$ cat config.mk
export PLATFORM = sky130hd
export DESIGN_NAME = conv_dispatch
export DESIGN_NICKNAME = d
export VERILOG_FILES = /design/src/rtl/conv_dispatch.sv
export SDC_FILE = /design/constraint.sdc
export NUM_CORES = 1
export LEC_CHECK = 0
export CAP_MARGIN = 20
export CORE_ASPECT_RATIO = 0.5
export CORE_UTILIZATION = 58
export CTS_BUF_LIST = sky130_fd_sc_hd__clkbuf_16
export DETAILED_ROUTE_END_ITERATION = 10
export HOLD_SLACK_MARGIN = 0.05
export PLACE_DENSITY_LB_ADDON = 0.2
export SLEW_MARGIN = 20
export SYNTH_ARGS = -nofsm -noshare
export SYNTH_HDL_FRONTEND = slang
export SYNTH_SLANG_ARGS = --single-unit
$ cat constraint.sdc
create_clock -name clk_i -period 32.7 [get_ports clk_i]
set_input_delay 3.27 -clock clk_i [delete_from_list [all_inputs] [get_ports clk_i]]
set_output_delay 3.27 -clock clk_i [all_outputs]
set_load 0.1 [all_outputs]
$ cat src/rtl/conv_dispatch.sv
// Issue queue feeding custom-0 convolution instructions to conv_unit, one in flight at a time.
// Optional same-cycle issue into an idle unit when CONV_DISPATCH_BYPASS_EN is defined.
module conv_dispatch #(
  parameter int DEPTH = 4
) (
  input  logic        clk_i,
  input  logic        rst_i,
  input  logic        opcode_valid_i,
  input  logic [31:0] opcode_opcode_i,
  input  logic [31:0] opcode_pc_i,
  input  logic        opcode_invalid_i,
  input  logic [4:0]  opcode_rd_idx_i,
  input  logic [4:0]  opcode_ra_idx_i,
  input  logic [4:0]  opcode_rb_idx_i,
  input  logic [31:0] opcode_ra_operand_i,
  input  logic [31:0] opcode_rb_operand_i,
  input  logic        flush_i,
  output logic        stall_o,
  output logic [31:0] conv_opcode_o,
  output logic [31:0] conv_pc_o,
  output logic        conv_invalid_o,
  output logic [4:0]  conv_rd_idx_o,
  output logic [4:0]  conv_ra_idx_o,
  output logic [4:0]  conv_rb_idx_o,
  output logic [31:0] conv_ra_operand_o,
  output logic [31:0] conv_rb_operand_o,
  input  logic        conv_busy_i,
  input  logic        conv_valid_i,
  input  logic [31:0] conv_writeback_i,
  output logic        wb_valid_o,
  output logic [4:0]  wb_rd_idx_o,
  output logic [31:0] wb_value_o
);
  localparam int AW = $clog2(DEPTH);
  localparam int PW = AW + 1;

  typedef struct packed {
    logic [31:0] opcode;
    logic [31:0] pc;
    logic [4:0]  rd_idx;
    logic [4:0]  ra_idx;
    logic [4:0]  rb_idx;
    logic [31:0] ra_operand;
    logic [31:0] rb_operand;
  } entry_t;

  localparam entry_t IDLE_ENTRY = '{opcode: 32'h0000_0013, default: '0};

  entry_t          mem [DEPTH];
  entry_t          incoming;
  entry_t          head;
  entry_t          conv_q;
  entry_t          conv_sel;
  logic [PW-1:0]   wr_ptr;
  logic [PW-1:0]   rd_ptr;
  logic [PW-1:0]   count;
  logic            in_flight;
  logic [4:0]      inflight_rd;
  logic            push_ok;
  logic            push;
  logic            dispatch;
  logic            bypass;

  assign incoming = '{
    opcode:     opcode_opcode_i,
    pc:         opcode_pc_i,
    rd_idx:     opcode_rd_idx_i,
    ra_idx:     opcode_ra_idx_i,
    rb_idx:     opcode_rb_idx_i,
    ra_operand: opcode_ra_operand_i,
    rb_operand: opcode_rb_operand_i
  };

  // Pointers carry one extra wrap bit so full and empty are distinguishable.
  assign count   = wr_ptr - rd_ptr;
  assign stall_o = (count == PW'(DEPTH));
  assign head    = mem[rd_ptr[AW-1:0]];

  // Flush wins over a same-cycle offer.
  assign push_ok = opcode_valid_i & ~stall_o & ~opcode_invalid_i &
                   (opcode_opcode_i[6:0] == 7'h0B) & ~flush_i;

  // Uses registered in_flight, so a completing result never lets a dispatch through that cycle.
  assign dispatch = (count != '0) & ~in_flight & ~conv_busy_i;

`ifdef CONV_DISPATCH_BYPASS_EN
  assign bypass   = push_ok & (count == '0) & ~in_flight & ~conv_busy_i;
  assign conv_sel = bypass ? incoming : conv_q;
`else
  assign bypass   = 1'b0;
  assign conv_sel = conv_q;
`endif

  assign push = push_ok & ~bypass;

  always_ff @(posedge clk_i) begin
    if (push) begin
      mem[wr_ptr[AW-1:0]] <= incoming;
    end
  end

  always_ff @(posedge clk_i) begin
    if (rst_i) begin
      wr_ptr      <= '0;
      rd_ptr      <= '0;
      in_flight   <= 1'b0;
      inflight_rd <= '0;
      conv_q      <= IDLE_ENTRY;
      wb_valid_o  <= 1'b0;
      wb_rd_idx_o <= '0;
      wb_value_o  <= '0;
    end else begin
      wr_ptr <= wr_ptr + PW'(push);
      if (flush_i) begin
        rd_ptr <= wr_ptr;
      end else if (dispatch) begin
        rd_ptr <= rd_ptr + PW'(1);
      end

      conv_q <= dispatch ? head : IDLE_ENTRY;

      if (dispatch || bypass) begin
        in_flight   <= 1'b1;
        inflight_rd <= bypass ? incoming.rd_idx : head.rd_idx;
      end else if (conv_valid_i) begin
        in_flight <= 1'b0;
      end

      // A result with nothing in flight is stray and never reaches writeback.
      wb_valid_o  <= conv_valid_i & in_flight;
      wb_rd_idx_o <= inflight_rd;
      wb_value_o  <= conv_writeback_i;
    end
  end

  assign conv_opcode_o     = conv_sel.opcode;
  assign conv_pc_o         = conv_sel.pc;
  assign conv_invalid_o    = 1'b0;
  assign conv_rd_idx_o     = conv_sel.rd_idx;
  assign conv_ra_idx_o     = conv_sel.ra_idx;
  assign conv_rb_idx_o     = conv_sel.rb_idx;
  assign conv_ra_operand_o = conv_sel.ra_operand;
  assign conv_rb_operand_o = conv_sel.rb_operand;

endmodule

### After elaboration in Yosys (flattened, before gate mapping)

Memory sizes are Yosys's and may differ from the RTL's. A register that Yosys moved wholly into a read port is not among the register bits.
Cells that the tools add are included.
Widths: inputs -> output; s select.

* bits in registers: 193
* bits in writable memories: 572
* input bits: 182
* output and inout port bits: 183
* logic and storage cells: 45
* memories kept: 1

* add/subtract/negate cells: 3
* equal/unequal tests: 2
* mux-type cells: 8
* bitwise operators: 13
* reduce and logical (&&, ||, !) cells: 4

Memory list
* mem: depth 4, width 143, read ports 1, clocked after Yosys merged registers in 1, wr ports 1, line 49 `entry_t mem [DEPTH];`

Operator list (number)
* $and 1x1->1: 7
* $eq 7x4->1 const B: 1
* $mux 3: 2
* $not 1->1: 6
* $mux 1: 4
* $mux 2: 2
* $reduce_bool 2->1: 2
* $add 3x1->3: 1
* $add 3x1->3 const B: 1
* $eq 3x3->1 const B: 1
* $reduce_bool 3->1: 1
* $sub 3x3->3: 1
* $reduce_or 2->1: 1

### Depth between registers and ports, before layout

* depth in word-level cells: 9
* depth in mapped cells: 10
* mapped depth without buffers: 10

### Worst setup path before layout

Ideal clock, no wire load.

* path kind: input to register
* start point: in opcode_opcode_i[5]
* end point: mem mem[1][0] in the netlist's numbering, enable pin
* setup time: 822 ps
* arrival: 13410 ps
* data required time: 31878 ps
* setup slack: 18468 ps
* stages: 3
* buffers on the path: 0
* cells stage by stage: nor4b_1 -> o2111ai_1 -> nor3_1

* longest elaborated chain between the ends: 5

Ends and longest elaborated chain
* from (decl): line 9 `input logic [31:0] opcode_opcode_i,`
* $eq 7x4->1: line 81 `(opcode_opcode_i[6:0] == 7'h0B) & ~flush_i;`
* $and 1x1->1: line 80 `assign push_ok = opcode_valid_i & ~stall_o & ~opcode_invalid_i &`
* $and 1x1->1: line 81
* $mux 1: line 97 `if (push) begin`
* $mux 1 (not written as such): line 98 `mem[wr_ptr[AW-1:0]] <= incoming;`
* to (decl): line 49

No other way between the ends.

### Final worst setup path

* start point: reg wr_ptr[0]
* end point: out stall_o

* longest elaborated chain between the ends: 2

Ends and longest elaborated chain
* from (decl): line 54 `logic [PW-1:0] wr_ptr;`
* from (signal assigned): line 113 `wr_ptr <= wr_ptr + PW'(push);`
* $sub 3x3->3: line 75 `assign count = wr_ptr - rd_ptr;`
* $eq 3x3->1: line 76 `assign stall_o = (count == PW'(DEPTH));`
* to (decl): line 18 `output logic stall_o,`

No other way between the ends.

==> impl_results.md <==
- Outcome: finished clean
- Global-route usage over all layers: 0.216
- Die area: 46,100 µm²
- Relative slew slack: 0.281
- Distinct cell type count after synthesis: 38
- Fillers: 2,521
- Synth Register Bits: 767
- Worst min path class: reg2reg
- Setup tns final: 0 ps
- Drt drc: 0
- Syn_area_per_cell: 21.8 µm²
- Commonest non-fill, non-tap cell in the layout: edfxtp_1
- Cts repair resizes: 0
- Max_cap viols: 0
- Clk_lat worst skew: 600 ps
- Vias post-DR: 12,171
- Final setup margin: 26,330 ps
- Largest net degree at the start of global routing: 85
- Total Wirelength: 49,500 µm
- Clock buffer depth: 3
- CP Capture Point: stall_o
- Height of the die: 152 µm
- Critical Path Source Type: register
- R2R Path End: mem[0][13]
- Power Dens Cells: 58.2 nW/µm²
- Initial antenna violation count: 10
- CTS clk-pin slew, worst paths: 70 ps
- Synth Instances: 1,205
- Clock root cell: clkbuf_16
- Netlist Area Pre-Place: 26,200 µm²
- R2r startpoint: wr_ptr[0]
- First drt pass iteration count: 5
- Fin crit share: 0.195
- Final hold viol count: 0
- DRT iter0 DRCs: 667
- Vias in the first global route: 13,023
- Layout Utilization: 0.736
- Final Slew Violations: 0
- Port Buffers: 363
- P&R area growth vs syn: 23.6%
- CTS tree: done
- Stages on worst setup path: 6
- Leak: 10.7 nW
- Worst-path maximum fanout: 5
- Kind of critical path: reg2out
- Critical Path End Type: primary output
- Placed cell area: 30,500 µm²
- R2R Setup Slk: 29,020 ps
- Remaining antenna violation count: 0
- Max VDD drop: 40.9 µV
- Yosys warnings: 0
- WP buf/inv: 2
- Post-DP HPWL: 29,200 µm
- Most frequent cells in the layout: edfxtp_1 (572), clkdlybuf4s50_1 (363), dfxtp_1 (193)
- Register area share after synthesis: 0.804
- Via-per-instance ratio: 5.43
- Syn_nets: 1,392
- Final Setup Violations: 0
- Critical Path AT: 3100 ps
- Row count: 54
- Cts bufs inserted: 61
- Clk_skew: 13.6 ps
- Clock Sinks: 767
- DR WL/cell: 22.1 µm
- Finished Cell Area: 32,400 µm²
- # H-tree levels: 2
- Largest stage delay on the critical path: 1170 ps
- Worst R2R Path Depth: 8
- Worst Path Required: 29,430 ps
- Fin nets: 1,782
- Max frequency: 0.157 GHz
- Hold depth: 2
- Die W: 303 µm
- Top delay family on crit path: buffers and inverters
- Post-CTS Setup Bufs: 0
- Core Region: 44,100 µm²
- Worst slack, placed: 25,970 ps
- First-pass GRT wire length: 74,900 µm
- Crit path time final: 6370 ps
- RSZ-0062 raised after global routing: no
- Final GP Congestion: 0.791
- Critical-path top delay cell: clkdlybuf4s50_1
- Crit-path cells: inv_1 > ha_1 > nor2b_1 > xnor2_1 > nor2_1 > clkdlybuf4s50_1
- Io pins: 365
- Total grt overflow: 0
- Share of layout cells above drive strength 1: 0.203
- Initial Util: 0.595
- Critical Path Start: wr_ptr[0]
- Total Power: 1.89 mW
- CTS hold repair buffers: 0
- Worst-Margin Slew: 1070 ps
-- cell type report --
type,count,area (µm²),area share
flip-flops and latches,767,21100,0.650
clock inverters,51,312,0.00961
clock buffers,62,1550,0.0478
diodes,10,25.0,0.000772
multi-input cells,378,4890,0.151
well taps,588,736,0.0227
repair buffers,381,3810,0.117
inverters,6,22.5,0.000694
-- Yosys cell counts (all sizes together) --
master | n | area (µm²)
dfxtp | 195 | 3900
conb | 1 | 3.75
edfxtp | 572 | 17200
a311oi | 2 | 17.5
mux4 | 143 | 3220
xnor2 | 4 | 35.0
nand2b | 4 | 25.0
a21oi | 1 | 5.00
xor2 | 1 | 16.3
and4b | 1 | 10.0
nor4 | 1 | 21.3
nand2 | 3 | 11.3
and3 | 2 | 12.5
inv | 6 | 22.5
o21ai | 1 | 5.00
o41ai | 1 | 8.76
or4 | 1 | 7.51
buf | 21 | 120
o2111ai | 3 | 26.3
nor4b | 1 | 8.76
o31ai | 1 | 7.51
nor2 | 9 | 33.8
nor2b | 40 | 250
nor3b | 1 | 12.5
o211ai | 1 | 7.51
clkbuf | 33 | 139
or2 | 1 | 6.26
nand3 | 1 | 5.00
and2 | 140 | 977
nor3 | 3 | 20.0
a22o | 5 | 43.8
ha | 5 | 62.6
a31oi | 1 | 6.26
-- report_power, final --
| group | leakage [nW] | switching [mW] | internal [mW] | total (mW) |
|---|---|---|---|---|
| clock network | 1.01 | 0.322 | 0.373 | 0.695 |
| registers | 6.73 | 0.00496 | 1.05 | 1.06 |
| logic | 2.94 | 0.0860 | 0.0493 | 0.135 |
| total | 10.7 | 0.413 | 1.47 | 1.89 |
-- flip-flops by register name (all words and copies together) (netlist names), named ones only --
name,cells
mem,572
conv_opcode_o,32
conv_pc_o,32
conv_ra_operand_o,32
conv_rb_operand_o,32
wb_value_o,32
conv_ra_idx_o,5
conv_rb_idx_o,5
conv_rd_idx_o,5
inflight_rd,5
wb_rd_idx_o,5
rd_ptr,3
wr_ptr,3
in_flight,1
wb_valid_o,1
-- per-stage QoR --
step	cells	hold slack, ps
6_report	2243	474
5_1_grt	2243	483
4_1_cts	2232	473
3_5_place_dp	2119	452
3_3_place_gp	2118	450
2_1_floorplan	1205	432
-- worst min path at each step --
stage | start | to
finish | in_flight | wb_valid_o
global route | inflight_rd[1] | wb_rd_idx_o[1]
CTS | in_flight | wb_valid_o
detailed placement | in_flight | wb_valid_o
global placement | in_flight | wb_valid_o
floorplan | in_flight | wb_valid_o
-- tightest hold or removal path, delay by kind of cell, from the launching register on --
kind          cells  cell delay [ps]
flops             1              330
simple gates      2               90
-- cells by family (layout without fill, tap and decap cells) --
logic type	after synthesis	after routing	synth area share
buf+inv	60	500	0.0107
compound gates	16	16	0.00487
mux	143	143	0.123
simple gates	208	208	0.0534
fa+ha+maj	5	5	0.00239
flops	767	767	0.804
other cells	1	11	0.000143
xor+xnor	5	5	0.00196
-- routing by layer --
layer	vias to the layer above	global-route usage	routed length [µm]
li1	5496	-	-
met1	6276	0.269	19300
met2	305	0.382	27000
met3	94	0.0365	1970
met4	0	0.0838	1300
met5	-	0	0
No activity file was read; power rests on OpenSTA's default activity.
